===== config.mk =====
export PLATFORM = sky130hd
export DESIGN_NAME = adder_rr_arbiter
export DESIGN_NICKNAME = d
export VERILOG_FILES = /design/src/rtl/adder_pkg.sv /design/src/rtl/full_adder_16b.sv /design/src/rtl/adder_rr_arbiter.sv
export SDC_FILE = /design/constraint.sdc
export NUM_CORES = 1
export LEC_CHECK = 0
export BUFFER_PORTS_ARGS = -buffer_cell sky130_fd_sc_hd__buf_2
export CORE_ASPECT_RATIO = 0.75
export CORE_MARGIN = 5
export CORE_UTILIZATION = 35
export CTS_BUF_LIST = sky130_fd_sc_hd__clkbuf_4
export DETAILED_ROUTE_END_ITERATION = 8
export GPL_TIMING_DRIVEN = 0
export SYNTH_ARGS = -nofsm -noshare
export SYNTH_HDL_FRONTEND = slang
export SYNTH_HIERARCHICAL = 1
export SYNTH_SLANG_ARGS = --single-unit
export TNS_END_PERCENT = 1

===== constraint.sdc =====
create_clock -name clk -period 6.95 [get_ports clk]
set_clock_uncertainty 0.1 [all_clocks]
set_input_delay 0.695 -clock clk [delete_from_list [all_inputs] [get_ports clk]]
set_output_delay 0.695 -clock clk [all_outputs]
set_load 0.03 [all_outputs]

===== src/rtl/adder_pkg.sv =====
// Shared types and helpers for the round-robin adder arbiter.
// Holds the FSM encoding and the rotating-priority pick function.
package adder_pkg;

    localparam int ADD_WIDTH = 16;

    typedef enum logic [1:0] {
        IDLE,
        CALC,
        RESP
    } state_t;

    // First set bit in req scanning upward from last+1, wrapping at n.
    function automatic logic [2:0] rr_pick(
        input logic [7:0] req,
        input logic [2:0] last,
        input int         n
    );
        logic [2:0] pick;
        logic       found;
        int         idx;
        pick  = last;
        found = 1'b0;
        for (int k = 1; k <= 8; k++) begin
            idx = (int'(last) + k) % n;
            if (k <= n && !found && req[idx[2:0]]) begin
                pick  = idx[2:0];
                found = 1'b1;
            end
        end
        return pick;
    endfunction

endpackage


===== src/rtl/full_adder_16b.sv =====
// Unsigned 16-bit adder with carry out.
// Shared datapath adder owned by adder_rr_arbiter.
module full_adder_16b (
    input  logic [15:0] a,
    input  logic [15:0] b,
    output logic [15:0] sum,
    output logic        carry
);

    assign {carry, sum} = {1'b0, a} + {1'b0, b};

endmodule


===== src/rtl/adder_rr_arbiter.sv =====
// Round-robin arbiter sharing one full_adder_16b between requesters.
// Grant in IDLE, add in CALC, hold the tagged result in RESP.
module adder_rr_arbiter
    import adder_pkg::*;
#(
    parameter int NUM_REQ = 4,
    parameter int WIDTH   = ADD_WIDTH,
    parameter int ID_W    = $clog2(NUM_REQ)
) (
    input  logic                     clk,
    input  logic                     rst_n,
    input  logic [NUM_REQ-1:0]       req_valid,
    output logic [NUM_REQ-1:0]       req_ready,
    input  logic [NUM_REQ*WIDTH-1:0] req_a,
    input  logic [NUM_REQ*WIDTH-1:0] req_b,
    output logic                     rsp_valid,
    input  logic                     rsp_ready,
    output logic [ID_W-1:0]          rsp_id,
    output logic [WIDTH:0]           rsp_sum
);

    state_t           state;
    state_t           state_n;
    logic [WIDTH-1:0] op_a;
    logic [WIDTH-1:0] op_b;
    logic [ID_W-1:0]  id_q;
    logic [ID_W-1:0]  last_grant;
    logic [ID_W-1:0]  grant;
    logic [7:0]       req_pad;
    logic [2:0]       pick;
    logic             hs;
    logic [WIDTH-1:0] add_sum;
    logic             add_carry;

    assign req_pad = 8'(req_valid);
    assign pick    = rr_pick(req_pad, 3'(last_grant), NUM_REQ);
    assign grant   = ID_W'(pick);

    // Gated by rst_n so nothing is accepted while reset is held.
    always_comb begin
        req_ready = '0;
        if (rst_n && state == IDLE && |req_valid) begin
            req_ready[grant] = 1'b1;
        end
    end

    assign hs = |(req_valid & req_ready);

    always_comb begin
        state_n = state;
        case (state)
            IDLE:    if (hs) state_n = CALC;
            CALC:    state_n = RESP;
            RESP:    if (rsp_ready) state_n = IDLE;
            default: state_n = IDLE;
        endcase
    end

    always_ff @(posedge clk or negedge rst_n) begin
        if (!rst_n) begin
            state <= IDLE;
        end else begin
            state <= state_n;
        end
    end

    always_ff @(posedge clk or negedge rst_n) begin
        if (!rst_n) begin
            op_a       <= '0;
            op_b       <= '0;
            id_q       <= '0;
            last_grant <= ID_W'(NUM_REQ - 1);
            rsp_id     <= '0;
            rsp_sum    <= '0;
        end else begin
            if (state == IDLE && hs) begin
                op_a       <= req_a[int'(grant)*WIDTH +: WIDTH];
                op_b       <= req_b[int'(grant)*WIDTH +: WIDTH];
                id_q       <= grant;
                last_grant <= grant;
            end
            if (state == CALC) begin
                rsp_sum <= {add_carry, add_sum};
                rsp_id  <= id_q;
            end
        end
    end

    assign rsp_valid = (state == RESP);

    full_adder_16b u_add (
        .a     (op_a),
        .b     (op_b),
        .sum   (add_sum),
        .carry (add_carry)
    );

endmodule


---- Word-level counts from Yosys, hierarchy flattened ----
Cells that the tools add are included.
word-level totals
  register bits ........................... 57
  input port bits ......................... 135
  output and inout port bits .............. 24
cells by class
  add/sub/neg operators ................... 5
  magnitude comparators ................... 6
  equal/unequal tests ..................... 4
  shifts and indexed selects .............. 2
  muxes and demuxes ....................... 21
  bitwise gates (word level) .............. 5
  reduce and logical (&&, ||, !) cells .... 18
operators with widths
  operator             number
  $shiftx 64x7->16     2
  $add 16x16->17       1
  $lt 3x4->1 const B   4
  $bmux 1 s3           4
  $mux 2               6
  $mux 1               8
  $reduce_or 2->1      4
  $reduce_or 4->1      2
  $logic_and 1x1->1    7
  $pmux 2 s3           1
  $add 2x1->2 const B  2
  $add 2x2->2 const B  2
  $and 1x1->1 const A  4
  $and 4x4->4          1
  $mux 4               1
  $logic_not 1->1      3
  $lt 2x3->1 const B   1
  $demux 1 s2          1
  $eq 2x1->1 const B   1
  $eq 2x2->1 const B   1
  $ge 2x1->1 const B   1
  $logic_not 2->1      1
  $ne 2x1->1 const B   1
  $ne 2x2->1 const B   1
  $reduce_and 2->1     1

---- Logic depth before layout (Yosys ltp) ----
Gate-level depths: netlist (run 1).
  depth in word-level cells ............... 24
  mapped depth ............................ 8

---- By module ----
The synthesis (run 1) kept the hierarchy.
by module, submodules not included
  module            instances  cells each  area each (um^2)  sequential area each (um^2)
  adder_rr_arbiter  1          254         3,000.4           1,428.9
  full_adder_16b    1          110         855.8             0.0

---- Worst setup path before layout (run 1) ----
OpenSTA, ideal clock, no wires.
  kind .................................... input -> output
  start ................................... input req_valid[2]
  end ..................................... output req_ready[0]
  data arrival time ....................... 1.983 ns
  data required time ...................... 6.155 ns
  path slack .............................. 4.172 ns
  stages on the path ...................... 6
  buffers on the path ..................... 2
  cells stage by stage .................... mux2i_1 > a221oi_4 > buf_6 > buf_6 > nand2_1 > nor2_1
between the ends
  word-level cells in the longest chain between the ends .. 17
  elaborated cells on any way between the ends .. 29
ends and longest elaborated chain
  element                                                         RTL line                text
  start, declared                                                 adder_rr_arbiter.sv:12  input logic [NUM_REQ-1:0] req_valid,
  $bmux 1 s3                                                      adder_pkg.sv:26         if (k <= n && !found && req[idx[2:0]]) begin
  $mux 1 (implied by the code)                                    adder_pkg.sv:26
  $mux 1                                                          adder_pkg.sv:26
  $logic_not 1->1                                                 adder_pkg.sv:26
  $logic_and 1x1->1                                               adder_pkg.sv:26
  $mux 1                                                          adder_pkg.sv:26
  $logic_not 1->1                                                 adder_pkg.sv:26
  $logic_and 1x1->1                                               adder_pkg.sv:26
  $mux 1                                                          adder_pkg.sv:26
  $logic_not 1->1                                                 adder_pkg.sv:26
  $logic_and 1x1->1                                               adder_pkg.sv:26
  $mux 2                                                          adder_pkg.sv:26
  $lt 2x3->1 (implied by the code) or $ge 2x1->1 (tied branches)  adder_rr_arbiter.sv:43  req_ready[grant] = 1'b1;
  $logic_and 1x1->1 (implied by the code)                         adder_rr_arbiter.sv:43
  $mux 1 (implied by the code)                                    adder_rr_arbiter.sv:43
  $demux 1 s2                                                     adder_rr_arbiter.sv:43
  $mux 4 *                                                        adder_rr_arbiter.sv:42  if (rst_n && state == IDLE && |req_valid) begin
  end, declared                                                   adder_rr_arbiter.sv:13  output logic [NUM_REQ-1:0] req_ready,
Every way passes the cells marked *; elsewhere a longest branch is shown, timed or not. The select of a mux whose other input is x is not followed.

---- Worst setup path in the final report (run 1) ----
  start ................................... input rst_n
  end ..................................... output req_ready[3]
between the ends
  word-level cells in the longest chain between the ends .. 3
ends and longest elaborated chain
  element                          RTL line                text
  start, declared                  adder_rr_arbiter.sv:11  input logic rst_n,
  $logic_and 1x1->1 (2 in series)  adder_rr_arbiter.sv:42
  $mux 4                           adder_rr_arbiter.sv:42
No other way between the ends.

==> metrics.md, run 1 <==
| Metric | Value |
|---|---|
| Status | completed |
| Total power draw | 2415 uW |
| Vias per cell | 5.233 |
| Hold_buf cts | 0 |
| Crit-path slowest cell | buf_4 |
| Fraction of layout cells with a size suffix above 1 | 41.90% |
| Static Leak | 0.002615 uW |
| I/O pins | 159 |
| Worst-skew pair later-pin latency | 400 ps |
| Power per cell area | 486.9 mW/mm^2 |
| Predominant post-synthesis flop cell | dfrtp_1 |
| Worst Tran Pin Value | 735.4 ps |
| Final ANT Viol Nets | 0 |
| Post-DP HPWL | 9543 microns |
| Max-slew violations | 0 |
| Rel. slew slack | 50.97% |
| Routing usage on met1 | 24.57% |
| Clk buf depth | 2 |
| Synth Warn # | 6 |
| Core area | 0.01086 sq mm |
| WP data required | 6150 ps |
| Sequential share of the synthesized area | 37.05% |
| EDFF count, synth | 0 |
| Post-Syn Area | 0.003856 sq mm |
| Most frequent cells in the layout | 171 x buf_2, 66 x mux2i_1, 55 x dfrtp_1 |
| CTS Sinks | 57 |
| Met2 Resource Use GR | 27.89% |
| Area Overhead vs Synth | 28.62% |
| CTS tree | built |
| Worst Path Max Fanout | 58 |
| First-pass GRT wire length | 18620 microns |
| Total track usage | 17.49% |
| Syn Nets | 516 |
| Met3 GRT Util | 3.543% |
| Commonest non-fill, non-tap cell in the layout | buf_2 |
| Total wire length | 11730 microns |
| Initial antenna violation count | 1 |
| Dpl ws | 2919 ps |
| Syn avg cell area | 10.59 sq um |
| DRC | 0 |
| Critical Path Source Type | input pin |
| Cells resized by post-CTS repair | 0 |
| Period utilisation layout | 49.75% |
| Most frequent CP cell | buf_2 |
| Synth Instances | 364 |
| GRT busiest layer | met2 |
| Synth cell types | 52 |
| CP Capture Type | output port |
| Largest net degree at the start of global routing | 59 |
| Post-synth ARST share | 100.0% |
| Post-route setup slack | 3492 ps |
| First DRT Iteration DRCs | 141 |
| RSZ-0062 raised after global routing | false |
| Effective utilization at floorplan | 35.51% |
| Worst path max stage delay | 540 ps |
| Die width | 131.2 microns |
| Worst VDD drop | 0.1956 mV |
| Layout net count | 685 |
| Die ar. | 0.01324 sq mm |
| Crit path DAT | 2660 ps |
| Final min period | 3458 ps |
| FF+latch count, synth | 57 |
| Worst-path cell chain | buf_4 > nand3_2 > inv_2 > nand2_1 > buf_2 > nor2_1 > buf_2 |
| Clk root buf | clkbuf_4 |
| DR WL/cell | 17.30 microns |
| Die height | 100.9 microns |
| Row count | 33 |
| Path type of the worst min-delay path | in2async |
| Fmax | 289.2 MHz |
| Max-cap violations | 0 |
| Gpl congestion | 0.8310 |
| Vias in the first global route | 3729 |
| Setup CP Type | in2out |
| Clock buffer count from CTS | 9 |
| Clk slew on worst S/H paths | 110 ps |
| Grt total ovfl | 0 |
| Post-CTS Setup Inserts | 0 |
| Final setup fails | 0 |
| DRT Pass-1 Iters | 7 |
| Final hold violation count | 0 |
| Port Buf Inserts | 158 |
| Sum Neg Setup Slack | 0 ps |
| Vias | 3548 |
| Htree depth | 3 |
state kept, by name, indices dropped and copies added (netlist names):
| register | flops |
|---|---|
| state | 2 |
| last_grant | 2 |
| rsp_id | 2 |
| rsp_sum | 17 |
| id_q | 2 |
| op_b | 16 |
| op_a | 16 |
synth_stat cells (all sizes together) (6+ instances only):
master  count  area share [%]
nor2        7            0.68
xnor2       6             1.4
a21o       10             1.9
nand2      42             4.1
inv         6            0.58
ha         16             5.2
a21oi       8             1.2
o221ai     33             7.5
buf        23             3.9
mux2       19             5.5
mux2i      66              17
o21ai       6            0.88
dfrtp      55              36
routing by layer:
metal	wire length, microns	part of all wire (%)
met1	5648	48
met2	5278	45
met3	692	5.9
met4	110	0.94
met5	0	0
through the flow:
stage,std cells,instance area (sq um),hold WS (ps),util (%)
floorplan,364,3856,299.4,-
detailed placement,662,4822,376.9,44.41
global route,678,4960,301.1,45.67
CTS,677,4955,367.9,45.63
global placement,662,4822,372.7,44.41
finish,678,4960,234.6,45.67
report_power, final:
| part | internal, uW | switching, uW | leakage (uW) |
|---|---|---|---|
| combinational | 667 | 899 | 0.00186 |
| clock | 111 | 127 | 0.0000645 |
| sequential | 500 | 111 | 0.000694 |
| total | 1280 | 1140 | 0.00261 |
cells by family (layout without fill, tap and decap cells):
group / count (synthesis) / in the layout / share of synthesized area, %
xor+xnor: 10 / 10 / 2.271
compound gates: 82 / 82 / 17.68
mux: 85 / 85 / 22.68
fa+ha+maj: 17 / 17 / 5.711
buf+inv: 34 / 207 / 4.932
other cells: 0 / 1 / 0
simple gates: 79 / 79 / 9.669
flops: 57 / 57 / 37.05
worst max-delay path: cells and delay by family:
kind / cells / cell delay, ps
buffers and inverters: 4 / 1250
and+or+nand+nor: 3 / 670
path summary, 6_finish.rpt:
check / startpoint / endpoint / slack (ps) / depth (start not counted)
min reg2reg: id_q[0] / id_q[0] / 390 / 1
min: rst_n / rsp_sum[7] / 230 / 1
max reg2reg: op_a[0] / rsp_sum[16] / 4200 / 8
max in group asynchronous: rst_n / op_b[10] / 5990 / 1
min in group clk: rsp_ready / state[1] / 390 / 2
max: rst_n / req_ready[3] / 3490 / 7
final cells by class:
class | count | area [sq um]
Clock inverter | 5 | 57.56
Timing Repair Buffer | 158 | 793.3
Tap cell | 140 | 175.2
Fill cell | 1095 | 5899
Inverter | 6 | 22.52
Sequential cell | 57 | 1429
Multi-Input combinational cell | 273 | 2237
Buffer | 28 | 167.7
Antenna cell | 1 | 2.502
Clock buffer | 10 | 75.07
Power figures use the tool's default switching activity.
==> run 2: changes to the inputs <==
==> constraint.sdc (replaced) <==
create_clock -name clk -period 3.2 [get_ports clk]
set_clock_uncertainty 0.1 [all_clocks]
set_input_delay 0.32 -clock clk [delete_from_list [all_inputs] [get_ports clk]]
set_output_delay 0.32 -clock clk [all_outputs]
set_load 0.03 [all_outputs]
==> run 2 against run 1 <==
Effect of this change:
- first-iteration DRC count decreased by 2.1%
- worst hold slack got worse by 97 ps
- non-clock buffer count increased by 3
- power increased by 120%
- sequential cell count unchanged
- core utilization increased by 0.44 points
- clock power increased by 120%
==> metrics.md, run 2 (synthesis gave the netlist of run 1 again) <==
| Metric | Value |
|---|---|
| Placed Cells | 662 (unchanged) |
| Path type of the worst min-delay path | in2reg |
| Rel. slew slack | 49.74% (-1.2 points) |
| Fill count | 1091 (-0.37%) |
| Total wire length | 11890 microns (+1.4%) |
| Vias per cell | 5.269 (+0.68%) |
| Worst path max stage delay | 530 ps (about the same) |
| Worst Tran Pin Value | 744.5 ps (+9.050 ps) |
| Most frequent CP cell | buf_6 |
| Top reg by flops | rsp_sum |
| Power per cell area | 1052 mW/mm^2 (+120%) |
| Status | completed |
| Worst-path cell chain | buf_4 > mux2i_1 > a221oi_4 > buf_6 > buf_6 > nand2_1 > nor2_1 > buf_2 |
| Final ANT Viol Nets | 0 (unchanged) |
| Core Util, Final | 46.11% (+0.44 points) |
| Worst setup endpoint | req_ready[0] |
| Gpl congestion | 0.8310 (unchanged) |
| DRC | 0 (unchanged) |
| Worst Reg2Reg Path Length in Cells | 8 (unchanged) |
| Port Buf Inserts | 158 (unchanged) |
| Final min period | 2881 ps |
| CTS tree | built |
| Clock buffer count from CTS | 9 (unchanged) |
| WP data required | 2780 ps (-3370 ps) |
| Largest net degree at the start of global routing | 56 (-5.1%) |
| Max-slew violations | 0 (unchanged) |
| Post-DP HPWL | 9543 microns (unchanged) |
| Final setup fails | 0 (unchanged) |
| Effective utilization at floorplan | 35.51% (unchanged) |
| Die ar. | 0.01324 sq mm (unchanged) |
| Period utilisation layout | 90.03% |
| I/O pins | 159 (unchanged) |
| RSZ-0062 raised after global routing | false |
| Total power draw | 5267 uW (+120%) |
| Design area | 0.005007 sq mm (+0.96%) |
| Static Leak | 0.002636 uW (+0.80%) |
| First DRT Iteration DRCs | 138 (-2.1%) |
| Worst R2R Setup Slack | 460 ps (-3740 ps) |
| Area after DPL | 0.004822 sq mm (unchanged) |
| Worst-skew pair later-pin latency | 400 ps (about the same) |
| Total track usage | 17.64% (+0.15 points) |
| Crit path from | last_grant[1] |
| Crit path DAT | 2460 ps (-200 ps) |
| Worst VDD drop | 0.4239 mV (+120%) |
| R2r endpoint | rsp_sum[16] |
| DR WL/cell | 17.46 microns (+0.92%) |
| Registers with the most flip-flops | rsp_sum: 17 flops, op_a: 16 flops, op_b: 16 flops |
| Critical Path Source Type | flip-flop |
| CTS Sinks | 57 (unchanged) |
| Worst Path Max Fanout | 10 (-83%) |
| Hold_ws | 138.0 ps (-96.66 ps) |
| Reg2reg start | op_a[0] |
| Max-cap violations | 0 (unchanged) |
| Area Overhead vs Synth | 29.85% |
| Initial antenna violation count | 1 (unchanged) |
| First-pass GRT wire length | 18750 microns (+0.67%) |
| Die height | 100.9 microns (unchanged) |
| Final hold violation count | 0 (unchanged) |
| Max reg flops | 17 (unchanged) |
| Setup CP Type | reg2out |
| Commonest non-fill, non-tap cell in the layout | buf_2 |
| DRT Pass-1 Iters | 4 (-3) |
| Vias | 3588 (+1.1%) |
| Fmax | 347.1 MHz |
| Non-Filler Instances | 681 (+0.44%) |
| Clk buf depth | 2 (unchanged) |
| CP Capture Type | output port |
| Hold Crit Depth | 3 |
| Die width | 131.2 microns (unchanged) |
| Layout net count | 688 (+0.44%) |
| Core area | 0.01086 sq mm (unchanged) |
| Clk root buf | clkbuf_4 |
| Htree depth | 3 (unchanged) |
| Post-CTS Setup Inserts | 0 (unchanged) |
| Fraction of layout cells with a size suffix above 1 | 41.85% (-0.048 points) |
| Vias in the first global route | 3752 (+0.62%) |
| Clk slew on worst S/H paths | 110 ps (about the same) |
| Row count | 33 (unchanged) |
| Grt total ovfl | 0 (unchanged) |
| Most frequent cells in the layout | 171 x buf_2, 66 x mux2i_1, 55 x dfrtp_1 |
| Crit-path slowest cell | dfstp_2 |
-- run 2: worst max-delay path: cells and delay by family (launching register included) --
| kind | cells | cell delay [ps] |
|---|---|---|
| simple gates | 2 | 250 |
| compound gates | 1 | 400 |
| flops | 1 | 530 |
| buf+inv | 4 | 790 |
| mux | 1 | 120 |
-- run 2: timing repair --
action,CTS,global route
endpoints found under the hold margin,56,0
resized for setup,1,0
hold buffers,3,0
setup endpoints to repair,2,0
-- run 2: cell type report --
class	instances	area [sq um]	share of cell area, %
multi-input combinational	273	2237	44.68
sequential	57	1429	28.54
timing repair buffer	161	840.8	16.79
tap	140	175.2	3.498
buffer	28	167.7	3.348
clock buffer	10	75.07	1.499
clock inverter	5	57.56	1.149
inverter	6	22.52	0.4498
antenna	1	2.502	0.04998
-- run 2: metrics by stage --
step	setup TNS, ps	setup WS, ps
final	0	318.9
after global routing	0	139.7
after CTS	0	292.9
after detailed placement	-80.79	-80.79
after global placement	-59.53	-59.53
after floorplan	0	812.3
-- run 2: worst min path at each step --
| stage | start | to |
|---|---|---|
| 6_report | req_b[57] | op_b[9] |
| 5_1_grt | req_a[51] | op_a[3] |
| 4_1_cts | req_a[51] | op_a[3] |
| 3_5_place_dp | id_q[0] | id_q[0] |
| 3_3_place_gp | id_q[0] | id_q[0] |
| 2_1_floorplan | rst_n | id_q[0] |
-- run 2: routing by layer --
metal,global-route usage [%],up-vias,routed length [microns]
li1,-,1731,-
met1,24.94,1709,5765
met2,27.96,135,5326
met3,3.543,13,680
met4,3.994,0,116
met5,0,-,0
-- run 2: power by group --
group	switching, uW	total (uW)	internal [uW]
combinational	1970	3420	1450
clock	279	520	241
sequential	240	1330	1090
==> run 3: changes to the inputs <==
--- a/config.mk
+++ b/config.mk
@@ -6,7 +6,6 @@
 export NUM_CORES = 1
 export LEC_CHECK = 0
 export BUFFER_PORTS_ARGS = -buffer_cell sky130_fd_sc_hd__buf_2
-export CORE_ASPECT_RATIO = 0.75
 export CORE_MARGIN = 5
 export CORE_UTILIZATION = 35
 export CTS_BUF_LIST = sky130_fd_sc_hd__clkbuf_4
==> run 3 against run 2 <==
Effect of this change:
- count of clock-buffer cells in the layout is the same
- clock power grew 15%
- power grew 0.47%
- combinational power shrank 1%
==> metrics.md, run 3 (synthesis gave the netlist of run 1 again) <==
| Metric | Value |
|---|---|
| Status | completed |
| Htree depth | 3 (unchanged) |
| Die height | 115.0 microns (+14%) |
| Effective utilization at floorplan | 35.57% (+0.061 points) |
| Core area | 0.01084 sq mm (-0.17%) |
| Worst Tran Pin Value | 616.5 ps (-128.0 ps) |
| Die ar. | 0.01322 sq mm (-0.16%) |
| Static Leak | 0.002661 uW (+0.97%) |
| DRC | 0 (unchanged) |
| WP data required | 2780 ps (about the same) |
| Total power draw | 5292 uW (+0.47%) |
| Core Util, Final | 46.41% (+0.30 points) |
| Max-cap violations | 0 (unchanged) |
| Fmax | 343.4 MHz (-1.1%) |
| Crit path from | last_grant[1] |
| Final ANT Viol Nets | 0 (unchanged) |
| Crit path DAT | 2490 ps (+30 ps) |
| First-pass GRT wire length | 18370 microns (-2.0%) |
| Most frequent cells in the layout | 171 x buf_2, 66 x mux2i_1, 55 x dfrtp_1 |
| Layout net count | 688 (unchanged) |
| RSZ-0062 raised after global routing | false |
| Setup CP Type | reg2out |
| Port Buf Inserts | 158 (unchanged) |
| Final setup fails | 0 (unchanged) |
| Area Overhead vs Synth | 30.47% |
| I/O pins | 159 (unchanged) |
| CTS tree | built |
| Critical Path Source Type | flip-flop |
| Worst-skew pair later-pin latency | 400 ps (about the same) |
| Max-slew violations | 0 (unchanged) |
| Rel. slew slack | 58.90% (+9.2 points) |
| Sum Neg Setup Slack | 0 ps (unchanged) |
| Vias | 3561 (-0.75%) |
| Design area | 0.005031 sq mm (+0.47%) |
| Vias per cell | 5.229 (-0.75%) |
| Commonest non-fill, non-tap cell in the layout | buf_2 |
| Period utilisation layout | 90.99% (+0.96 points) |
| CTS Sinks | 57 (unchanged) |
| Path type of the worst min-delay path | in2reg |
| First DRT Iteration DRCs | 200 (+45%) |
| Diodes inserted | 0 (-1) |
| Gpl congestion | 0.8405 (+1.1%) |
| Row count | 38 (+15%) |
| Worst Path Max Fanout | 10 (unchanged) |
| Final min period | 2912 ps (+30.71 ps) |
| Clock buffer count from CTS | 9 (unchanged) |
| Grt total ovfl | 0 (unchanged) |
| DRT Pass-1 Iters | 4 (unchanged) |
| CP Capture Type | output port |
| Worst VDD drop | 0.3335 mV (-21%) |
| Reg2reg start | op_a[0] |
| Post-DP HPWL | 9320 microns (-2.3%) |
| Post-CTS Setup Inserts | 0 (unchanged) |
| Initial antenna violation count | 0 (-1) |
| Total track usage | 17.90% (+0.27 points) |
| Clk root buf | clkbuf_4 |
| Max reg flops | 17 (unchanged) |
| Top reg by flops | rsp_sum |
| Vias in the first global route | 3640 (-3.0%) |
| Area after DPL | 0.004822 sq mm (unchanged) |
| Die width | 115.0 microns (-12%) |
| Power per cell area | 1052 mW/mm^2 (about the same) |
| Registers with the most flip-flops | rsp_sum: 17 flops, op_a: 16 flops, op_b: 16 flops |
| Final hold violation count | 0 (unchanged) |
| Clk slew on worst S/H paths | 110 ps (about the same) |
| HP Start | req_b[51] |
| DR WL/cell | 17.19 microns (-1.5%) |
| Fraction of layout cells with a size suffix above 1 | 41.96% (+0.11 points) |
| Total wire length | 11710 microns (-1.5%) |
| Largest net degree at the start of global routing | 56 (unchanged) |
| Clk buf depth | 2 (unchanged) |
==> run 3: worst paths after layout <==
check | to | cells past startpoint | slack [ps]
worst min register to register | id_q[1] | 2 | 390
worst max-delay path | req_ready[0] | 8 | 290
min in group asynchronous | last_grant[0] | 2 | 350
max in group asynchronous | op_b[13] | 3 | 2360
worst max register to register | rsp_sum[16] | 8 | 500
worst min-delay path | op_b[3] | 3 | 140
==> run 3: per-layer routing <==
layer  global-route usage, %  routed length (microns)
met2                   29.40                     5545
met4                   5.947                      188
met1                   23.50                     5128
met3                   3.842                      848
met5                       0                        0
==> run 3: cell type report <==
cell class              instances  area [sq um]
clock buffers                  10         75.07
repair buffers                161         840.8
fillers                      1077          5809
flip-flops and latches         57          1429
inverters                       6         22.52
plain buffers                  28         167.7
well taps                     140         175.2
multi-input cells             273          2237
clock inverters                 6         83.83
==> run 3: what timing repair did <==
item / 4_1_cts / 5_1_grt
hold buffers: 3 / 0
hold endpoints to repair: 56 / 0
endpoints found under the setup margin: 2 / 0
gates resized for setup: 1 / 0
==> run 3: critical path: stages (launching register included) <==
cell and delay, ps:
dfstp_2 530, buf_4 140, mux2i_1 110, a221oi_4 450
buf_6 260, buf_6 200, nand2_1 110, nor2_1 90
buf_2 200
==> run 3: metrics by stage <==
stage          cells  setup slack, ps  hold slack, ps
3_3_place_gp     662           -75.38           361.6
2_1_floorplan    364            812.3          -75.59
3_5_place_dp     662           -91.19           366.4
4_1_cts          681            252.9           124.8
5_1_grt          681            136.2           118.3
6_report         681            288.2           142.8
==> run 3: power breakdown <==
part / internal, uW / total [uW] / switching [uW]
Combinational: 1450 / 3370 / 1920
Sequential: 1090 / 1320 / 232
Clock: 323 / 600 / 277
Total: 2860 / 5290 / 2430
